### src/rtl/sigma_bus_pkg.sv
`default_nettype none
// ============================================================================
// Module   : sigma_bus_pkg
// Brief    : Shared master-ID and arbiter-state types for the sigma bus.
// Revision : 1.0 - initial release
// ============================================================================
package sigma_bus_pkg;

    typedef enum logic [0:0] {
        M0 = 1'b0,
        M1 = 1'b1
    } master_id_e;

    typedef enum logic [0:0] {
        ST_IDLE   = 1'b0,
        ST_LOCKED = 1'b1
    } arb_state_e;

    // M1 counts as the previous winner after reset, so M0 takes the first tie.
    localparam master_id_e c_reset_last_grant = M1;

    function automatic master_id_e other_master(input master_id_e id);
        return (id == M0) ? M1 : M0;
    endfunction

endpackage
`default_nettype wire

### src/rtl/sigma_id_fifo.sv
`default_nettype none
// ============================================================================
// Module   : sigma_id_fifo
// Brief    : Order FIFO of master IDs for outstanding reads; push and pop may
//            occur together, including while full.
// Revision : 1.0 - initial release
// ============================================================================
module sigma_id_fifo
    import sigma_bus_pkg::*;
#(
    parameter int DEPTH = 4
) (
    input  logic       clk_i,
    input  logic       arst_i,
    input  logic       push_i,
    input  master_id_e push_id_i,
    input  logic       pop_i,
    output master_id_e head_id_o,
    output logic       full_o,
    output logic       empty_o
);

    localparam int                 c_ptr_w      = $clog2(DEPTH);
    localparam logic [c_ptr_w:0]   c_full_count = (c_ptr_w + 1)'(DEPTH);

    master_id_e         r_mem [DEPTH];
    logic [c_ptr_w-1:0] r_wr_ptr;
    logic [c_ptr_w-1:0] r_rd_ptr;
    logic [c_ptr_w:0]   r_count;
    logic               w_do_push;
    logic               w_do_pop;

    assign full_o    = (r_count == c_full_count);
    assign empty_o   = (r_count == '0);
    assign head_id_o = r_mem[r_rd_ptr];

    // A pop frees the head slot this cycle, so a push into a full FIFO is legal.
    assign w_do_pop  = pop_i && !empty_o;
    assign w_do_push = push_i && (!full_o || w_do_pop);

    always_ff @(posedge clk_i) begin
        if (w_do_push) begin
            r_mem[r_wr_ptr] <= push_id_i;
        end
    end

    always_ff @(posedge clk_i or posedge arst_i) begin
        if (arst_i) begin
            r_wr_ptr <= '0;
            r_rd_ptr <= '0;
            r_count  <= '0;
        end else begin
            if (w_do_push) begin
                r_wr_ptr <= r_wr_ptr + 1'b1;
            end
            if (w_do_pop) begin
                r_rd_ptr <= r_rd_ptr + 1'b1;
            end
            case ({w_do_push, w_do_pop})
                2'b10:   r_count <= r_count + 1'b1;
                2'b01:   r_count <= r_count - 1'b1;
                default: r_count <= r_count;
            endcase
        end
    end

endmodule
`default_nettype wire

### src/rtl/sigma_bus_arbiter.sv
`default_nettype none
// ============================================================================
// Module   : sigma_bus_arbiter
// Brief    : Two-master (CPU / debug) round-robin arbiter onto one slave with
//            in-order read response routing and protocol-error flag.
// Revision : 1.0 - initial release
// ============================================================================
module sigma_bus_arbiter
    import sigma_bus_pkg::*;
#(
    parameter int ADDR_W      = 32,
    parameter int DATA_W      = 32,
    parameter int OUTST_DEPTH = 4
) (
    input  logic                clk_i,
    input  logic                arst_i,

    input  logic                m0_req_i,
    input  logic                m0_we_i,
    input  logic [ADDR_W-1:0]   m0_addr_i,
    input  logic [DATA_W/8-1:0] m0_be_i,
    input  logic [DATA_W-1:0]   m0_wdata_i,
    output logic                m0_ack_o,
    output logic                m0_resp_o,
    output logic [DATA_W-1:0]   m0_rdata_o,

    input  logic                m1_req_i,
    input  logic                m1_we_i,
    input  logic [ADDR_W-1:0]   m1_addr_i,
    input  logic [DATA_W/8-1:0] m1_be_i,
    input  logic [DATA_W-1:0]   m1_wdata_i,
    output logic                m1_ack_o,
    output logic                m1_resp_o,
    output logic [DATA_W-1:0]   m1_rdata_o,

    output logic                s_req_o,
    output logic                s_we_o,
    output logic [ADDR_W-1:0]   s_addr_o,
    output logic [DATA_W/8-1:0] s_be_o,
    output logic [DATA_W-1:0]   s_wdata_o,
    input  logic                s_ack_i,
    input  logic                s_resp_i,
    input  logic [DATA_W-1:0]   s_rdata_i,

    output logic                err_o
);

    arb_state_e r_state;
    arb_state_e w_state_nxt;
    master_id_e r_owner;
    master_id_e w_owner_nxt;
    master_id_e r_last_grant;
    master_id_e w_last_grant_nxt;
    master_id_e w_grant;
    master_id_e w_head_id;
    logic       w_grant_valid;
    logic       w_read_blocked;
    logic       w_slave_req;
    logic       w_accept;
    logic       w_push;
    logic       w_pop;
    logic       w_fifo_full;
    logic       w_fifo_empty;
    logic       r_err;

    // Grant selection: the locked owner keeps the bus, otherwise round-robin.
    always_comb begin
        w_grant       = r_owner;
        w_grant_valid = 1'b0;
        if (r_state == ST_LOCKED) begin
            w_grant       = r_owner;
            w_grant_valid = (r_owner == M0) ? m0_req_i : m1_req_i;
        end else if (m0_req_i && m1_req_i) begin
            w_grant       = other_master(r_last_grant);
            w_grant_valid = 1'b1;
        end else if (m0_req_i) begin
            w_grant       = M0;
            w_grant_valid = 1'b1;
        end else if (m1_req_i) begin
            w_grant       = M1;
            w_grant_valid = 1'b1;
        end
    end

    assign s_we_o    = (w_grant == M0) ? m0_we_i    : m1_we_i;
    assign s_addr_o  = (w_grant == M0) ? m0_addr_i  : m1_addr_i;
    assign s_be_o    = (w_grant == M0) ? m0_be_i    : m1_be_i;
    assign s_wdata_o = (w_grant == M0) ? m0_wdata_i : m1_wdata_i;

    // A read may go out while full only if a response frees a slot this cycle.
    assign w_pop          = s_resp_i && !w_fifo_empty && !arst_i;
    assign w_read_blocked = !s_we_o && w_fifo_full && !w_pop;
    assign w_slave_req    = w_grant_valid && !w_read_blocked && !arst_i;
    assign w_accept       = w_slave_req && s_ack_i;
    assign w_push         = w_accept && !s_we_o;

    assign s_req_o   = w_slave_req;
    assign m0_ack_o  = w_accept && (w_grant == M0);
    assign m1_ack_o  = w_accept && (w_grant == M1);
    assign m0_resp_o = w_pop && (w_head_id == M0);
    assign m1_resp_o = w_pop && (w_head_id == M1);
    assign m0_rdata_o = s_rdata_i;
    assign m1_rdata_o = s_rdata_i;
    assign err_o     = r_err;

    always_comb begin
        w_state_nxt      = r_state;
        w_owner_nxt      = r_owner;
        w_last_grant_nxt = r_last_grant;
        if (w_accept) begin
            w_state_nxt      = ST_IDLE;
            w_last_grant_nxt = w_grant;
        end else if (w_grant_valid) begin
            w_state_nxt = ST_LOCKED;
            w_owner_nxt = w_grant;
        end else begin
            w_state_nxt = ST_IDLE;
        end
    end

    always_ff @(posedge clk_i or posedge arst_i) begin
        if (arst_i) begin
            r_state      <= ST_IDLE;
            r_owner      <= M0;
            r_last_grant <= c_reset_last_grant;
            r_err        <= 1'b0;
        end else begin
            r_state      <= w_state_nxt;
            r_owner      <= w_owner_nxt;
            r_last_grant <= w_last_grant_nxt;
            if (s_resp_i && w_fifo_empty) begin
                r_err <= 1'b1;
            end
        end
    end

    sigma_id_fifo #(
        .DEPTH (OUTST_DEPTH)
    ) u_id_fifo (
        .clk_i     (clk_i),
        .arst_i    (arst_i),
        .push_i    (w_push),
        .push_id_i (w_grant),
        .pop_i     (w_pop),
        .head_id_o (w_head_id),
        .full_o    (w_fifo_full),
        .empty_o   (w_fifo_empty)
    );

endmodule
`default_nettype wire

### config.mk
export PLATFORM = sky130hd
export DESIGN_NAME = sigma_bus_arbiter
export DESIGN_NICKNAME = d
export VERILOG_FILES = /design/src/rtl/sigma_bus_pkg.sv /design/src/rtl/sigma_id_fifo.sv /design/src/rtl/sigma_bus_arbiter.sv
export SDC_FILE = /design/constraint.sdc
export NUM_CORES = 1
export LEC_CHECK = 0
export CAP_MARGIN = 20
export CORE_AREA = 5 5 119 121
export DETAILED_ROUTE_END_ITERATION = 8
export DIE_AREA = 0 0 124 126
export PLACE_DENSITY_LB_ADDON = 0.1
export SYNTH_ARGS = -nofsm -noshare
export SYNTH_HDL_FRONTEND = slang
export SYNTH_HIERARCHICAL = 1
export SYNTH_SLANG_ARGS = --single-unit
export TNS_END_PERCENT = 10
### constraint.sdc
create_clock -name clk_i -period 2.44 [get_ports clk_i]
set_clock_uncertainty 0.05 [all_clocks]
set_input_delay 0.488 -clock clk_i [delete_from_list [all_inputs] [get_ports clk_i]]
set_output_delay 0.488 -clock clk_i [all_outputs]
set_load 0.01 [all_outputs]
# Word level (Yosys, flattened, before mapping)
# Memories as Yosys holds them, arrays and structs flattened.
# Cells that the tools add are included.
[word_totals]
in_bits = 176
rom_bits = 0
ff_bits = 11
latchBits = 0
mem_count = 1
mem_bits_rw = 4
[mem_list]
columns = ["name", "words", "word_bits", "rd", "rd_clocked_by_memory_dff", "write_ports", "line_no", "rtl"]
rows = [
  ["u_id_fifo.r_mem", 4, 1, 1, 0, 1, "sigma_id_fifo.sv:26", "master_id_e r_mem [DEPTH];"],
]
[op_classes]
n_div = 0
shifts = 0
addsub = 4
n_bitwise = 3
eq_ne = 3
muxes = 19
multipliers = 0
n_reduce_logical = 26
order_cmp = 0
[ops]
columns = ["cell", "n"]
rows = [
  ["$mux 32", 2],
  ["$logic_and 1x1->1", 16],
  ["$mux 1", 15],
  ["$logic_not 1->1", 6],
  ["$pmux 3 s2", 1],
  ["$add 2x1->2 const B", 2],
  ["$mux 4", 1],
  ["$add 3x1->3 const B", 1],
  ["$eq 3x3->1 const B", 1],
  ["$logic_not 3->1", 1],
  ["$not 1->1", 3],
  ["$sub 3x1->3 const B", 1],
  ["$eq 2x1->1 const B", 1],
  ["$eq 2x2->1 const B", 1],
  ["$reduce_and 2->1", 1],
  ["$reduce_bool 2->1", 1],
  ["$logic_or 1x1->1", 1],
]

# Logic depth before layout (Yosys ltp)
[logic_depth]
word_depth = 16
mapped_depth = 13
ltp_nobuf = 13

# Cells and area by module
# Netlist, hierarchy kept.
[modules_own_cells]
columns = ["mod", "area_each_um2", "cells_per_inst", "n_inst", "seq_area_each_um2"]
rows = [
  ["sigma_bus_arbiter", 1619.1, 176, 1, 101.3],
  ["sigma_id_fifo", 584.3, 44, 1, 295.3],
]

# Worst setup path after synthesis
# No wires, ideal clock.
[synth_timing]
path_type = "reg2reg"
startpoint = "register u_id_fifo.r_count[0]"
endpoint = "register u_id_fifo.r_count[2]"
arrival_ns = 2.408
n_path_buf = 0
stages_incl_launch_ff = 14
synth_period_minus_slack_ns = 2.537
slack_ns = -0.097
cell_sequence = "dfrtp_1 > nor3_1 > nor3b_2 > and2b_2 > a31o_1 > nor2_1 > o21a_4 > inv_1 > ha_1 > inv_1 > fa_1 > xor2_1 > nor2_1 > xor2_1"
[synth_between]
elab_chain_len = 14
[synth_rtl]
columns = ["item", "line_no", "rtl"]
rows = [
  ["start, declared", "sigma_id_fifo.sv:29", "logic [c_ptr_w:0] r_count;"],
  ["start signal, assigned", "sigma_id_fifo.sv:60", "2'b10: r_count <= r_count + 1'b1;"],
  ["start signal, assigned", "sigma_id_fifo.sv:61", "2'b01: r_count <= r_count - 1'b1;"],
  ["start signal, assigned", "sigma_id_fifo.sv:62", "default: r_count <= r_count;"],
  ["$logic_not 3->1 *", "sigma_id_fifo.sv:34", "assign empty_o = (r_count == '0);"],
  ["net w_fifo_empty", "sigma_bus_arbiter.sv:63", "logic w_fifo_empty;"],
  ["$logic_not 1->1 *", "sigma_bus_arbiter.sv:91", "assign w_pop = s_resp_i && !w_fifo_empty && !arst_i;"],
  ["$logic_and 1x1->1 * (2 in series)", "sigma_bus_arbiter.sv:91", ""],
  ["net w_pop", "sigma_bus_arbiter.sv:61", "logic w_pop;"],
  ["$logic_not 1->1 *", "sigma_bus_arbiter.sv:92", "assign w_read_blocked = !s_we_o && w_fifo_full && !w_pop;"],
  ["$logic_and 1x1->1 *", "sigma_bus_arbiter.sv:92", ""],
  ["$logic_not 1->1 *", "sigma_bus_arbiter.sv:93", "assign w_slave_req = w_grant_valid && !w_read_blocked && !arst_i;"],
  ["$logic_and 1x1->1 * (2 in series)", "sigma_bus_arbiter.sv:93", ""],
  ["$logic_and 1x1->1 *", "sigma_bus_arbiter.sv:94", "assign w_accept = w_slave_req && s_ack_i;"],
  ["$logic_and 1x1->1 *", "sigma_bus_arbiter.sv:95", "assign w_push = w_accept && !s_we_o;"],
  ["net w_push", "sigma_bus_arbiter.sv:60", "logic w_push;"],
  ["$logic_and 1x1->1 *", "sigma_id_fifo.sv:39", "assign w_do_push = push_i && (!full_o || w_do_pop);"],
  ["$eq 2x1->1 or $eq 2x2->1 (tied branches)", "sigma_id_fifo.sv:59", "case ({w_do_push, w_do_pop})"],
  ["$pmux 3 s2 or $reduce_bool 2->1 (tied branches)", "-", ""],
]
# The timed path passes the listed nets; every way through them passes the cells marked *.
# A chain may end at the register's enable or synchronous reset.

# Worst setup path in the final report
[layout_timing]
startpoint = "register r_last_grant"
endpoint = "register u_id_fifo.r_count[2]"
[layout_between]
elab_chain_len = 15
[layout_rtl]
columns = ["item", "line_no", "rtl"]
rows = [
  ["start, declared", "sigma_bus_arbiter.sv:52", "master_id_e r_last_grant;"],
  ["start signal, assigned", "sigma_bus_arbiter.sv:125", "r_last_grant <= c_reset_last_grant;"],
  ["start signal, assigned", "sigma_bus_arbiter.sv:130", "r_last_grant <= w_last_grant_nxt;"],
  ["$mux 1 *", "sigma_bus_pkg.sv:23", "return (id == M0) ? M1 : M0;"],
  ["$mux 1 *", "sigma_bus_arbiter.sv:73", "end else if (m0_req_i && m1_req_i) begin"],
  ["$mux 1 *", "sigma_bus_arbiter.sv:70", "if (r_state == ST_LOCKED) begin"],
  ["$mux 1 *", "sigma_bus_arbiter.sv:85", "assign s_we_o = (w_grant == M0) ? m0_we_i : m1_we_i;"],
  ["$logic_not 1->1 *", "sigma_bus_arbiter.sv:92, sigma_bus_arbiter.sv:95", ""],
  ["$logic_and 1x1->1 (2 in series)", "sigma_bus_arbiter.sv:92", ""],
  ["$logic_not 1->1", "sigma_bus_arbiter.sv:93", ""],
  ["$logic_and 1x1->1 (2 in series)", "sigma_bus_arbiter.sv:93", ""],
  ["$logic_and 1x1->1", "sigma_bus_arbiter.sv:94", ""],
  ["$logic_and 1x1->1 *", "sigma_bus_arbiter.sv:95", ""],
  ["net w_push", "sigma_bus_arbiter.sv:60", ""],
  ["$logic_and 1x1->1 *", "sigma_id_fifo.sv:39", ""],
  ["$eq 2x1->1 or $eq 2x2->1 (tied branches)", "sigma_id_fifo.sv:59", ""],
  ["$pmux 3 s2 or $reduce_bool 2->1 (tied branches)", "-", ""],
]
# Marked as above.

==> flow_summary.json <==
{
  "grt_usage": 0.145,
  "grt_pass1_vias": 2653,
  "end_kind": "register",
  "regToRegStartpoint": "r_last_grant",
  "synth_seq_cells": 15,
  "grt_max_degree": 10,
  "fin_util": 0.373,
  "ys_seq_area_frac": 0.180,
  "hold_depth": 1,
  "io_buffers": 218,
  "ios": 315,
  "status": "finished with violations",
  "synth_compound_area_frac": 0.0522,
  "finalSetupViolCount": 33,
  "mostFrequentLayoutCells": "clkdlybuf4s50_1, buf_6, mux2_4",
  "arrival_ns": 2.61,
  "hold_path.class": "register to register",
  "muxShareOfSynthArea": 0.374,
  "core_area_um2": 13000,
  "fin_area_um2": 4840,
  "syn_area_per_cell_um2": 10.0,
  "cts_buffers": 3,
  "worstSetupPathType": "register to register",
  "worstHoldStart": "err_o",
  "synth_fp_nets": 402,
  "synthAdderAreaFrac": 0.0375,
  "cap_violations": 0,
  "async_flop_share": 0.733,
  "synth_edf_count": 4,
  "netlist_instances": 220,
  "netlist_area_um2": 2200,
  "layout.nets": 600,
  "dp_cells": 570,
  "antenna_found_initial": 0,
  "postCtsHoldBufs": 0,
  "cts_tree": "built",
  "max_slew.worst_pin.slew_ns": 0.340,
  "ys.flop_type": "dfrtp_1",
  "grt_overflow": 0,
  "place_area_um2": 4350,
  "clk_latency_ns": 0.24,
  "max_freq_mhz": 396,
  "crit_path_max_fanout": 4,
  "yosys_warnings": 6,
  "antenna_cells": 0,
  "start_kind": "register",
  "cts.sink_count": 15,
  "rsz0062_at_grt": "yes",
  "ff_latch_area_um2": 397,
  "start_util": 0.170,
  "violations": "setup timing",
  "synth-xor-area-share": 0.0239,
  "slew_headroom": 0.770,
  "area_growth_syn_to_layout_pct": 120,
  "cts_root_buffer": "clkbuf_16",
  "drive_gt1_frac": 0.528,
  "clk_pin_slew_worst_paths_ns": 0.05,
  "routed-via-count": 2306,
  "routabilityCongestion": 0.920,
  "drcViolationCount": 0,
  "dr.pass1.iters": 4,
  "die_area_um2": 15600,
  "ant_nets": 0,
  "required_ns": 2.52,
  "multi_input_area_um2": 1490,
  "layout_commonest_cell": "clkdlybuf4s50_1",
  "synth_cell_types": 41,
  "period_needed_ns": 2.53,
  "synth_top_family_by_area": "multiplexers",
  "yosys.area_share.simple": 0.0795,
  "pre_cts_ws_ns": -0.692,
  "peakVddDrop_uv": 310,
  "clock_path_buffers": 2,
  "r2r_cells": 13,
  "setup_tns_ns": -2.36,
  "fin_hold_ws_ns": 0.416,
  "vias_per_cell": 3.89,
  "rows": 42,
  "grt_pass1_wl_mm": 16.7,
  "wl_per_cell_um": 20.3,
  "p_per_area_nw_per_um2": 887,
  "cts_htree_levels": 1,
  "first_iter_violations": 35,
  "dp_hpwl_mm": 9.62,
  "fin_cells": 593,
  "slew_violations": 0,
  "die_x_um": 124,
  "hold_violations": 0,
  "leakage_nw": 2.17,
  "drt-total-wl_mm": 12.0,
  "power.total_mw": 4.29,
  "fin_ws_ns": -0.0870,
  "crit_path_start": "r_last_grant",
  "fillerInstances": 1336,
  "period_share": 1.04,
  "die_y_um": 126
}
[report_power, final]
part	leakage [nW]	switching, mW	total (mW)	internal (mW)
registers	0.161	0.0864	0.459	0.373
clock network	0.0382	0.0960	0.317	0.221
logic	1.98	1.35	3.52	2.17
total	2.17	1.53	4.29	2.76
[final cells by class]
cell class / count / area share
inverters: 11 / 0.00853
well taps: 176 / 0.0455
clock buffers: 4 / 0.0163
multi-input cells: 123 / 0.308
repair buffers: 264 / 0.540
flip-flops and latches: 15 / 0.0820
[flip-flops by register name (all words and copies together) (netlist names)]
| signal | flops |
|---|---|
| u_id_fifo/r_rd_ptr | 2 |
| err_o | 1 |
| r_last_grant | 1 |
| u_id_fifo/r_wr_ptr | 2 |
| r_state | 1 |
| u_id_fifo/r_mem | 4 |
| r_owner | 1 |
| u_id_fifo/r_count | 3 |
[worst max-delay path, stage by stage (launching register included)]
cell,delay [ns]
dfstp_2,0.56
buf_6,0.11
nand2_2,0.04
a221o_1,0.37
a31o_4,0.29
nor2_4,0.09
o21a_4,0.14
inv_2,0.04
ha_4,0.15
inv_2,0.05
fa_2,0.18
xor2_1,0.15
nor2_1,0.06
xor2_1,0.15
[worst paths after layout]
path	slack, ns	to
setup / recovery	-0.09	u_id_fifo/r_count[2]
hold / removal	0.42	err_o
setup reg to reg	-0.09	u_id_fifo/r_count[2]
hold reg to reg	0.42	err_o
max in group asynchronous	1.66	u_id_fifo/r_count[0]
min in group asynchronous	0.45	u_id_fifo/r_wr_ptr[0]
[synth_stat cells (all sizes together), types with 2 or more instances]
library cell	n	area, um^2
and2b	2	18.8
inv	11	41.3
buf	71	515
xor2	3	26.3
nand2	3	11.3
nor3b	2	20.0
nor2b	2	12.5
mux2	70	792
xnor2	3	26.3
dfrtp	10	250
edfxtp	4	120
ha	5	62.6
or3b	2	17.5
nor2	7	26.3
and2	5	36.3
[routing by layer]
layer	track usage	vias to the layer above	routed length (um)
met1	0.152	1065	4180
met5	0	-	0
met3	0.0395	36	974
li1	-	1091	-
met2	0.274	114	6490
met4	0.0464	0	399
[cells by family after synthesis]
| kind of cell | Yosys count |
|---|---|
| adder cells (fa/ha/maj) | 6 |
| AND/OR/NAND/NOR | 27 |
| multiplexers | 72 |
| AO/OA/AOI/OAI | 12 |
| XOR/XNOR | 6 |
| buffers and inverters | 82 |
| flip-flops | 15 |
[repair_timing]
item,4_1_cts,5_1_grt
endpoints found under the setup margin,82,71
setup buffers,13,2
gates cloned,6,0
gates resized for setup,373,34
pin swaps,7,4
(Power assumes the default switching activity.)
